`config.mk`:
```
export PLATFORM = sky130hd
export DESIGN_NAME = serial_add_ctrl_flat
export DESIGN_NICKNAME = d
export VERILOG_FILES = /design/src/rtl/serial_add_ctrl_if.sv /design/src/rtl/serial_add_ctrl.sv /design/src/flat_wrapper.sv
export SDC_FILE = /design/constraint.sdc
export NUM_CORES = 1
export LEC_CHECK = 0
export BUFFER_PORTS_ARGS = -buffer_cell sky130_fd_sc_hd__buf_4
export CAP_MARGIN = 10
export CORE_ASPECT_RATIO = 0.8
export CORE_MARGIN = 1
export CORE_UTILIZATION = 25
export CTS_CLUSTER_DIAMETER = 30
export DETAILED_ROUTE_END_ITERATION = 10
export PLACE_DENSITY = 0.39
export SLEW_MARGIN = 25
export SYNTH_ARGS = -nofsm -noshare
export SYNTH_HDL_FRONTEND = slang
export SYNTH_HIERARCHICAL = 1
export SYNTH_SLANG_ARGS = --single-unit
```
`constraint.sdc`:
```
create_clock -name clk -period 1.6 [get_ports clk]
set_input_delay 0.08 -clock clk [delete_from_list [all_inputs] [get_ports clk]]
set_output_delay 0.08 -clock clk [all_outputs]
set_load 0.01 [all_outputs]
```
`src/rtl/serial_add_ctrl_if.sv`:
```
// Operand/result bundle for the bit-serial adder/subtractor.
// master drives the request side, slave is the arithmetic block.
interface serial_add_ctrl_if #(
   parameter int WIDTH = 8
);
   logic             start;
   logic             sub;
   logic [WIDTH-1:0] a;
   logic [WIDTH-1:0] b;
   logic             Cin;
   logic             busy;
   logic             done;
   logic [WIDTH-1:0] sum;
   logic             Cout;
   logic             ovf;

   modport master (
      output start, sub, a, b, Cin,
      input  busy, done, sum, Cout, ovf
   );

   modport slave (
      input  start, sub, a, b, Cin,
      output busy, done, sum, Cout, ovf
   );
endinterface

```
`src/rtl/serial_add_ctrl.sv`:
```
// Bit-serial add/subtract controller: one shared 1-bit full adder,
// LSB first, one bit per clock, result registered on completion.
module serial_add_ctrl #(
   parameter int WIDTH = 8
) (
   input  logic              clk,
   input  logic              rst,
   serial_add_ctrl_if.slave  bus
);
   localparam int CW = (WIDTH > 1) ? $clog2(WIDTH) : 1;

   typedef enum logic [1:0] {IDLE, RUN, DONE} state_t;

   state_t           state_reg, state_next;
   logic [WIDTH-1:0] a_reg, b_reg, res_reg, sum_reg;
   logic [CW-1:0]    cnt_reg;
   logic             carry_reg, cout_reg, ovf_reg;
   logic             fa_sum, fa_cout;
   logic             accept, last;

   assign accept = (state_reg != RUN) && bus.start;
   assign last   = (cnt_reg == CW'(WIDTH - 1));

   fullAdder u_fa (
      .i1   (a_reg[0]),
      .i2   (b_reg[0]),
      .Cin  (carry_reg),
      .Cout (fa_cout),
      .sum  (fa_sum)
   );

   always_ff @(posedge clk) begin
      if (rst) state_reg <= IDLE;
      else     state_reg <= state_next;
   end

   always_comb begin
      state_next = state_reg;
      case (state_reg)
         IDLE, DONE: state_next = bus.start ? RUN : IDLE;
         RUN:        if (last) state_next = DONE;
         default:    state_next = IDLE;
      endcase
   end

   always_comb begin
      bus.busy = (state_reg == RUN);
      bus.done = (state_reg == DONE);
      bus.sum  = sum_reg;
      bus.Cout = cout_reg;
      bus.ovf  = ovf_reg;
   end

   // Subtraction is a + ~b + 1: invert B and seed the carry with 1.
   always_ff @(posedge clk) begin
      if (rst) begin
         a_reg     <= '0;
         b_reg     <= '0;
         res_reg   <= '0;
         sum_reg   <= '0;
         cnt_reg   <= '0;
         carry_reg <= 1'b0;
         cout_reg  <= 1'b0;
         ovf_reg   <= 1'b0;
      end else if (accept) begin
         a_reg     <= bus.a;
         b_reg     <= bus.sub ? ~bus.b : bus.b;
         carry_reg <= bus.sub ? 1'b1 : bus.Cin;
         cnt_reg   <= '0;
      end else if (state_reg == RUN) begin
         res_reg   <= {fa_sum, res_reg[WIDTH-1:1]};
         carry_reg <= fa_cout;
         a_reg     <= a_reg >> 1;
         b_reg     <= b_reg >> 1;
         cnt_reg   <= cnt_reg + 1'b1;
         // On the MSB step carry_reg is the carry into the MSB.
         if (last) begin
            sum_reg  <= {fa_sum, res_reg[WIDTH-1:1]};
            cout_reg <= fa_cout;
            ovf_reg  <= carry_reg ^ fa_cout;
         end
      end
   end
endmodule

module fullAdder (
   input  logic i1,
   input  logic i2,
   input  logic Cin,
   output logic Cout,
   output logic sum
);
   assign sum  = i1 ^ i2 ^ Cin;
   assign Cout = (i1 & i2) | (i1 & Cin) | (i2 & Cin);
endmodule

```
`src/flat_wrapper.sv`:
```
// flat-port wrapper written by rule: the top's interface ports become plain ports
module serial_add_ctrl_flat 
#(
   parameter int WIDTH = 8
)
  (clk, rst, bus_start, bus_sub, bus_a, bus_b, bus_Cin, bus_busy, bus_done, bus_sum, bus_Cout, bus_ovf);
  serial_add_ctrl_if #(.WIDTH(WIDTH)) bus_i ();
  input  logic clk;
  input  logic rst;
  input wire logic [$bits(bus_i.start)-1:0] bus_start;
  input wire logic [$bits(bus_i.sub)-1:0] bus_sub;
  input wire logic [$bits(bus_i.a)-1:0] bus_a;
  input wire logic [$bits(bus_i.b)-1:0] bus_b;
  input wire logic [$bits(bus_i.Cin)-1:0] bus_Cin;
  output wire logic [$bits(bus_i.busy)-1:0] bus_busy;
  output wire logic [$bits(bus_i.done)-1:0] bus_done;
  output wire logic [$bits(bus_i.sum)-1:0] bus_sum;
  output wire logic [$bits(bus_i.Cout)-1:0] bus_Cout;
  output wire logic [$bits(bus_i.ovf)-1:0] bus_ovf;
  assign bus_i.start = bus_start;
  assign bus_i.sub = bus_sub;
  assign bus_i.a = bus_a;
  assign bus_i.b = bus_b;
  assign bus_i.Cin = bus_Cin;
  assign bus_busy = bus_i.busy;
  assign bus_done = bus_i.done;
  assign bus_sum = bus_i.sum;
  assign bus_Cout = bus_i.Cout;
  assign bus_ovf = bus_i.ovf;
  serial_add_ctrl #(.WIDTH(WIDTH)) u_core (.clk(clk), .rst(rst), .bus(bus_i));
endmodule
```
Yosys cells after proc, flatten, opt, wreduce, memory -nomap -nowiden. Cells that the tools add are included.

Magnitude comparators: 0. Bitwise operators: 10. Add/subtract/negate cells: 1. Multipliers: 0. Reductions and logical operators: 7. Eq/ne operators: 5. Divide/modulo/power cells: 0. Muxes and demuxes: 11. Shift operators: 0.

Operator list (number): 2-to-1 mux 8 bit (5); inverter 8 bit (1); 2-to-1 mux 1 bit (4); != test 2 x 1 -> 1 bit (second input constant) (2); case mux 2 bit (2 select lines) (1); OR reduction 2 bit (2); adder 3 x 1 -> 3 bit (second input constant) (1); AND 1 bit (3); equality test 3 bit (second input constant) (1); AND reduction 3 bit (1); XOR 1 bit (3); equality test 2 x 1 -> 1 bit (second input constant) (1); equality test 2 bit (second input constant) (1); zero test 2 bit (1); 2-to-1 mux 2 bit (1); OR 1 bit (2); AND reduction 2 bit (1); nonzero test 2 bit (1); logical AND 1 bit (1); inverter 1 bit (1).

Bits in latches: 0. ROM bits: 0. Output and inout port bits: 12. Word-level logic and storage cells: 43. Bits in writable memories: 0. Memories kept: 0. Bits in registers: 40.

Longest topological paths before layout.
Depth after elaboration: 5. Gate-level depth with buffers: 6. Mapped depth without buffers: 5.

By module. The synthesis kept the hierarchy.

By module, submodules not included: serial_add_ctrl (cells each 189, area an instance 1675.4 µm², times used 1); fullAdder (cells each 1, area an instance 20.0 µm², times used 1).

Worst setup path before layout. OpenSTA, ideal clock, no wires.

Kind: reg-to-reg. Start: reg u_core.cnt_reg[0]. End: reg u_core.ovf_reg (netlist: u_core/bus.ovf). Data required time: 1514 ps. Arrival: 1170 ps. Stages on the path, launching flop included: 6. Library setup time: 86 ps. Period minus slack after synthesis: 1256 ps. Path slack: 344 ps. Path through: dfxtp_1 > ha_1 > ha_1 > and3b_1 > buf_2 > a211oi_1.

Word-level cells in the longest chain between the ends: 2.

Ends and longest elaborated chain: from (decl) (RTL line serial_add_ctrl.sv:16) `logic [CW-1:0] cnt_reg;`; from (signal assigned) (RTL line serial_add_ctrl.sv:75) `cnt_reg <= cnt_reg + 1'b1;`; equality test 3 bit (RTL line serial_add_ctrl.sv:22) `assign last = (cnt_reg == CW'(WIDTH - 1));`; AND reduction 3 bit (no line); to (signal assigned) (RTL line serial_add_ctrl.sv:80) `ovf_reg <= carry_reg ^ fa_cout;`; to (decl) (RTL line serial_add_ctrl.sv:17) `logic carry_reg, cout_reg, ovf_reg;`.

No other way between the ends. A chain may end at the register's enable or synchronous reset.

Worst setup path after layout.
Start: reg u_core.state_reg[0]. End: out bus_busy.

Word-level cells in the longest chain between the ends: 1.

Ends and longest elaborated chain: from (decl) (RTL line serial_add_ctrl.sv:14) `state_t state_reg, state_next;`; from (signal assigned) (RTL line serial_add_ctrl.sv:34) `else state_reg <= state_next;`; equality test 2 x 1 -> 1 bit (RTL line serial_add_ctrl.sv:47) `bus.busy = (state_reg == RUN);`; to (decl) (RTL line flat_wrapper.sv:15) `output wire logic [$bits(bus_i.busy)-1:0] bus_busy;`.

No other way between the ends.

==> run_summary.xml <==
<?xml version="1.0" encoding="UTF-8"?>
<metrics>
  <group name="critical_path">
    <metric name="critical_path_data_required_time" unit="ns">1.52</metric>
    <metric name="crit_fanout" unit="">28</metric>
    <metric name="cp_data_arrival_time" unit="ns">1.35</metric>
    <metric name="setup.worst_path.start_class" unit="">flip-flop</metric>
    <metric name="timing.reg2reg.worst_path_depth" unit="">5</metric>
    <metric name="setup.worst_path.end_class" unit="">primary output</metric>
    <metric name="worst-setup-path-type" unit="">flip-flop to primary output</metric>
    <metric name="timing.reg2reg.setup_slack" unit="ns">0.22</metric>
    <metric name="timing.rr.end" unit="">u_core/bus.ovf</metric>
    <metric name="timing.rr.start" unit="">u_core/cnt_reg[0]</metric>
  </group>
  <group name="worst_hold_path">
    <metric name="holdCritPathClass" unit="">primary input to flip-flop</metric>
    <metric name="timing.hold.worst_path_depth" unit="">3</metric>
    <metric name="hold_start" unit="">bus_a[7]</metric>
    <metric name="holdPathEnd" unit="">u_core/a_reg[7]</metric>
  </group>
  <group name="logic_synthesis">
    <metric name="synth_seq_area_share" unit="%">46.1</metric>
    <metric name="synth_edf_count" unit="">0</metric>
    <metric name="yosys.area.top_type_share" unit="%">46.1</metric>
    <metric name="synthesized_area_per_cell" unit="sq um">8.92</metric>
    <metric name="post_synth_most_frequent_cells" unit="">42 x nand2_1, 39 x dfxtp_1, 25 x a21oi_1</metric>
    <metric name="syn-cell-area" unit="sq um">1700</metric>
    <metric name="synth.net_count" unit="">214</metric>
    <metric name="ys_warn_count" unit="">6</metric>
    <metric name="synth_cell_type_count" unit="">24</metric>
    <metric name="synth_cells" unit="">190</metric>
    <metric name="async_flop_share" unit="%">0</metric>
    <metric name="synthDominantAreaCellType" unit="">dfxtp_1</metric>
    <metric name="ys_seq_elements" unit="">39</metric>
    <metric name="dominantRegCellSynth" unit="">dfxtp_1</metric>
    <metric name="yosys-top-cells-area" unit="">dfxtp_1 46%, nand2_1 9.3%, a21oi_1 7.4%</metric>
    <metric name="cell_with_the_most_instances_after_synthesis" unit="">nand2_1</metric>
  </group>
  <group name="sta">
    <metric name="final_max_slew_viol_count" unit="">0</metric>
    <metric name="final.setup_skew" unit="ns">0.00436</metric>
    <metric name="measured_slew_at_the_worst_slew_check_pin" unit="ns">0.448</metric>
    <metric name="unrepaired_setup_endpoints_after_global_routing" unit="">false</metric>
    <metric name="final_hold_violation_count" unit="">0</metric>
    <metric name="worst_slew_margin_rel" unit="%">70.1</metric>
    <metric name="totalNegativeSetupSlack" unit="ns">0</metric>
    <metric name="final-setup-viol-count" unit="">0</metric>
    <metric name="final_min_period_over_clock_period" unit="%">89.7</metric>
    <metric name="finalWorstPathRequiredPeriod" unit="ns">1.43</metric>
    <metric name="timing.fmax" unit="MHz">697</metric>
  </group>
  <group name="clock_tree">
    <metric name="htree_num_levels" unit="">2</metric>
    <metric name="path_clk_slew" unit="ns">0.07</metric>
    <metric name="cts_tree" unit="">built</metric>
    <metric name="clockRootBuffer" unit="">clkbuf_8</metric>
    <metric name="clock_sinks" unit="">39</metric>
    <metric name="clkLatencyLatePin" unit="ns">0.28</metric>
    <metric name="numCtsBuffers" unit="">5</metric>
    <metric name="cts.hold.buffers_added" unit="">0</metric>
    <metric name="clock_tree.buffer_depth" unit="">2</metric>
  </group>
  <group name="routing">
    <metric name="detailedRoute.firstIterationViolations" unit="">56</metric>
    <metric name="avgRoutedWirePerCell" unit="microns">12.1</metric>
    <metric name="num_vias" unit="">1346</metric>
    <metric name="number_of_nets_with_antenna_violations_after_routing" unit="">0</metric>
    <metric name="first_pass_drt_iterations" unit="">4</metric>
    <metric name="vias_per_cell" unit="">4.43</metric>
    <metric name="drt-total-wl" unit="microns">3690</metric>
    <metric name="route.detailed.drc" unit="">0</metric>
  </group>
  <group name="placed_design">
    <metric name="place_congestion" unit="">0.625</metric>
    <metric name="dp.final_hpwl" unit="microns">2380</metric>
    <metric name="place.port_buffers" unit="">32</metric>
  </group>
  <group name="power_and_ir_drop">
    <metric name="cell_internal_pwr" unit="uW">1640</metric>
    <metric name="fraction_of_power_consumed_by_the_clock_network" unit="%">39.3</metric>
    <metric name="pwr-share-seq" unit="%">48.7</metric>
    <metric name="leakage" unit="uW">0.000826</metric>
    <metric name="vdd_ir_max" unit="V">0.000443</metric>
    <metric name="power_switching_share" unit="%">23.4</metric>
    <metric name="power.net_switching" unit="uW">503</metric>
    <metric name="pwr-share-comb" unit="%">11.9</metric>
    <metric name="powerDensity" unit="nW/um^2">1030</metric>
  </group>
  <group name="floorplan">
    <metric name="start_util" unit="%">26.2</metric>
    <metric name="dieWidth" unit="microns">94.1</metric>
    <metric name="core.rowCount" unit="">26</metric>
    <metric name="fp.dieArea" unit="sq um">7120</metric>
    <metric name="placeableCoreArea" unit="sq um">6470</metric>
    <metric name="fp.dieH" unit="microns">75.7</metric>
    <metric name="io_pins" unit="">33</metric>
  </group>
  <group name="cells_and_area">
    <metric name="nets" unit="">243</metric>
    <metric name="drive_gt1_share" unit="%">22.3</metric>
    <metric name="final_util" unit="%">32.2</metric>
    <metric name="area.growth.synth_to_final" unit="%">23.0</metric>
    <metric name="num_antenna_cells" unit="">0</metric>
  </group>
  <group name="global_route">
    <metric name="grt_antenna_before_repair" unit="">0</metric>
    <metric name="global_route_wire_length_before_repair" unit="microns">6100</metric>
    <metric name="gr-usage-all-layers" unit="%">11.3</metric>
    <metric name="grt_max_degree" unit="">40</metric>
    <metric name="first_global_vias" unit="">1274</metric>
    <metric name="gr-total-overflow" unit="">0</metric>
  </group>
  <group name="run_status">
    <metric name="run_status" unit="">finished, final reports clean</metric>
  </group>
  <group name="run">
    <metric name="drv_cap" unit="">0</metric>
  </group>
</metrics>
==> layout by cell type, fill, tap and decap left out, types with 2 or more instances in the layout <==
| cell | count |
|---|---|
| nand3b_1 | 4 |
| dfxtp_1 | 39 |
| nor2_1 | 18 |
| mux2i_1 | 8 |
| xnor2_1 | 9 |
| ha_1 | 2 |
| a21oi_1 | 25 |
| a21oi_2 | 2 |
| buf_4 | 36 |
| clkbuf_8 | 6 |
| a211oi_1 | 8 |
| nand2_1 | 42 |
| nand2b_1 | 3 |
| a211o_1 | 7 |
==> power groups by stage <==
stage | clock network, uW | registers [uW] | logic [uW]
after floorplan | 0 | 1060 | 199
after detailed placement | 0 | 1070 | 262
after global placement | 0 | 1070 | 262
after CTS | 890 | 1050 | 263
after global routing | 917 | 1050 | 287
final | 844 | 1050 | 256
==> layout make-up <==
class | count | area (sq um)
fillers | 687 | 4390
multi-input cells | 135 | 796
flip-flops and latches | 39 | 781
repair buffers | 36 | 270
well taps | 84 | 105
clock buffers | 6 | 82.6
clock inverters | 2 | 35.0
inverters | 2 | 15.0
==> how the worst max path moves through the flow <==
stage | to | from | slack, ns
2_1_floorplan | u_core/bus.ovf | u_core/cnt_reg[0] | 0.34
3_3_place_gp | u_core/bus.ovf | u_core/cnt_reg[0] | 0.16
3_5_place_dp | u_core/bus.ovf | u_core/cnt_reg[0] | 0.1
4_1_cts | u_core/bus.ovf | u_core/cnt_reg[0] | 0.09
5_1_grt | bus_busy | u_core/state_reg[0] | 0.06
6_report | bus_busy | u_core/state_reg[0] | 0.17
==> layer usage <==
layer | vias up | GRT usage (%) | routed length [microns]
met1 | 626 | 15.1 | 1930
li1 | 703 | - | -
met5 | - | 0 | 0
met3 | 2 | 3.49 | 134
met2 | 15 | 17.9 | 1610
met4 | 0 | 3.08 | 18
==> timing repair <==
action                                  4_1_cts  5_1_grt
gates resized for setup                       0        1
endpoints found under the setup margin        0        1
setup buffers                                 0        0
==> metrics by stage <==
step | area [sq um] | total power, uW | hold slack [ns] | setup WS, ns | std cells
after global routing | 2080 | 2260 | 0.0871 | 0.0601 | 304
after CTS | 2080 | 2200 | 0.0841 | 0.0884 | 304
final | 2080 | 2150 | 0.107 | 0.165 | 304
after floorplan | 1700 | 1260 | 0.156 | 0.344 | 190
after global placement | 1970 | 1330 | 0.385 | 0.164 | 296
after detailed placement | 1970 | 1330 | 0.404 | 0.0964 | 296
==> logic make-up (layout without fill, tap and decap cells) <==
family	Yosys count	after routing	synth area share, %
flops	39	39	46.1
mux	8	8	4.72
compound gates	45	45	17.5
simple gates	70	70	17.3
xor+xnor	9	9	4.65
fa+ha+maj	3	3	2.66
buf+inv	16	46	7.08
==> critical path: stages, from the launching register on <==
cell and delay, ns:
dfxtp_1 0.40, nand2b_1 0.26, inv_8 0.25, buf_4 0.15
(Power assumes the default switching activity.)
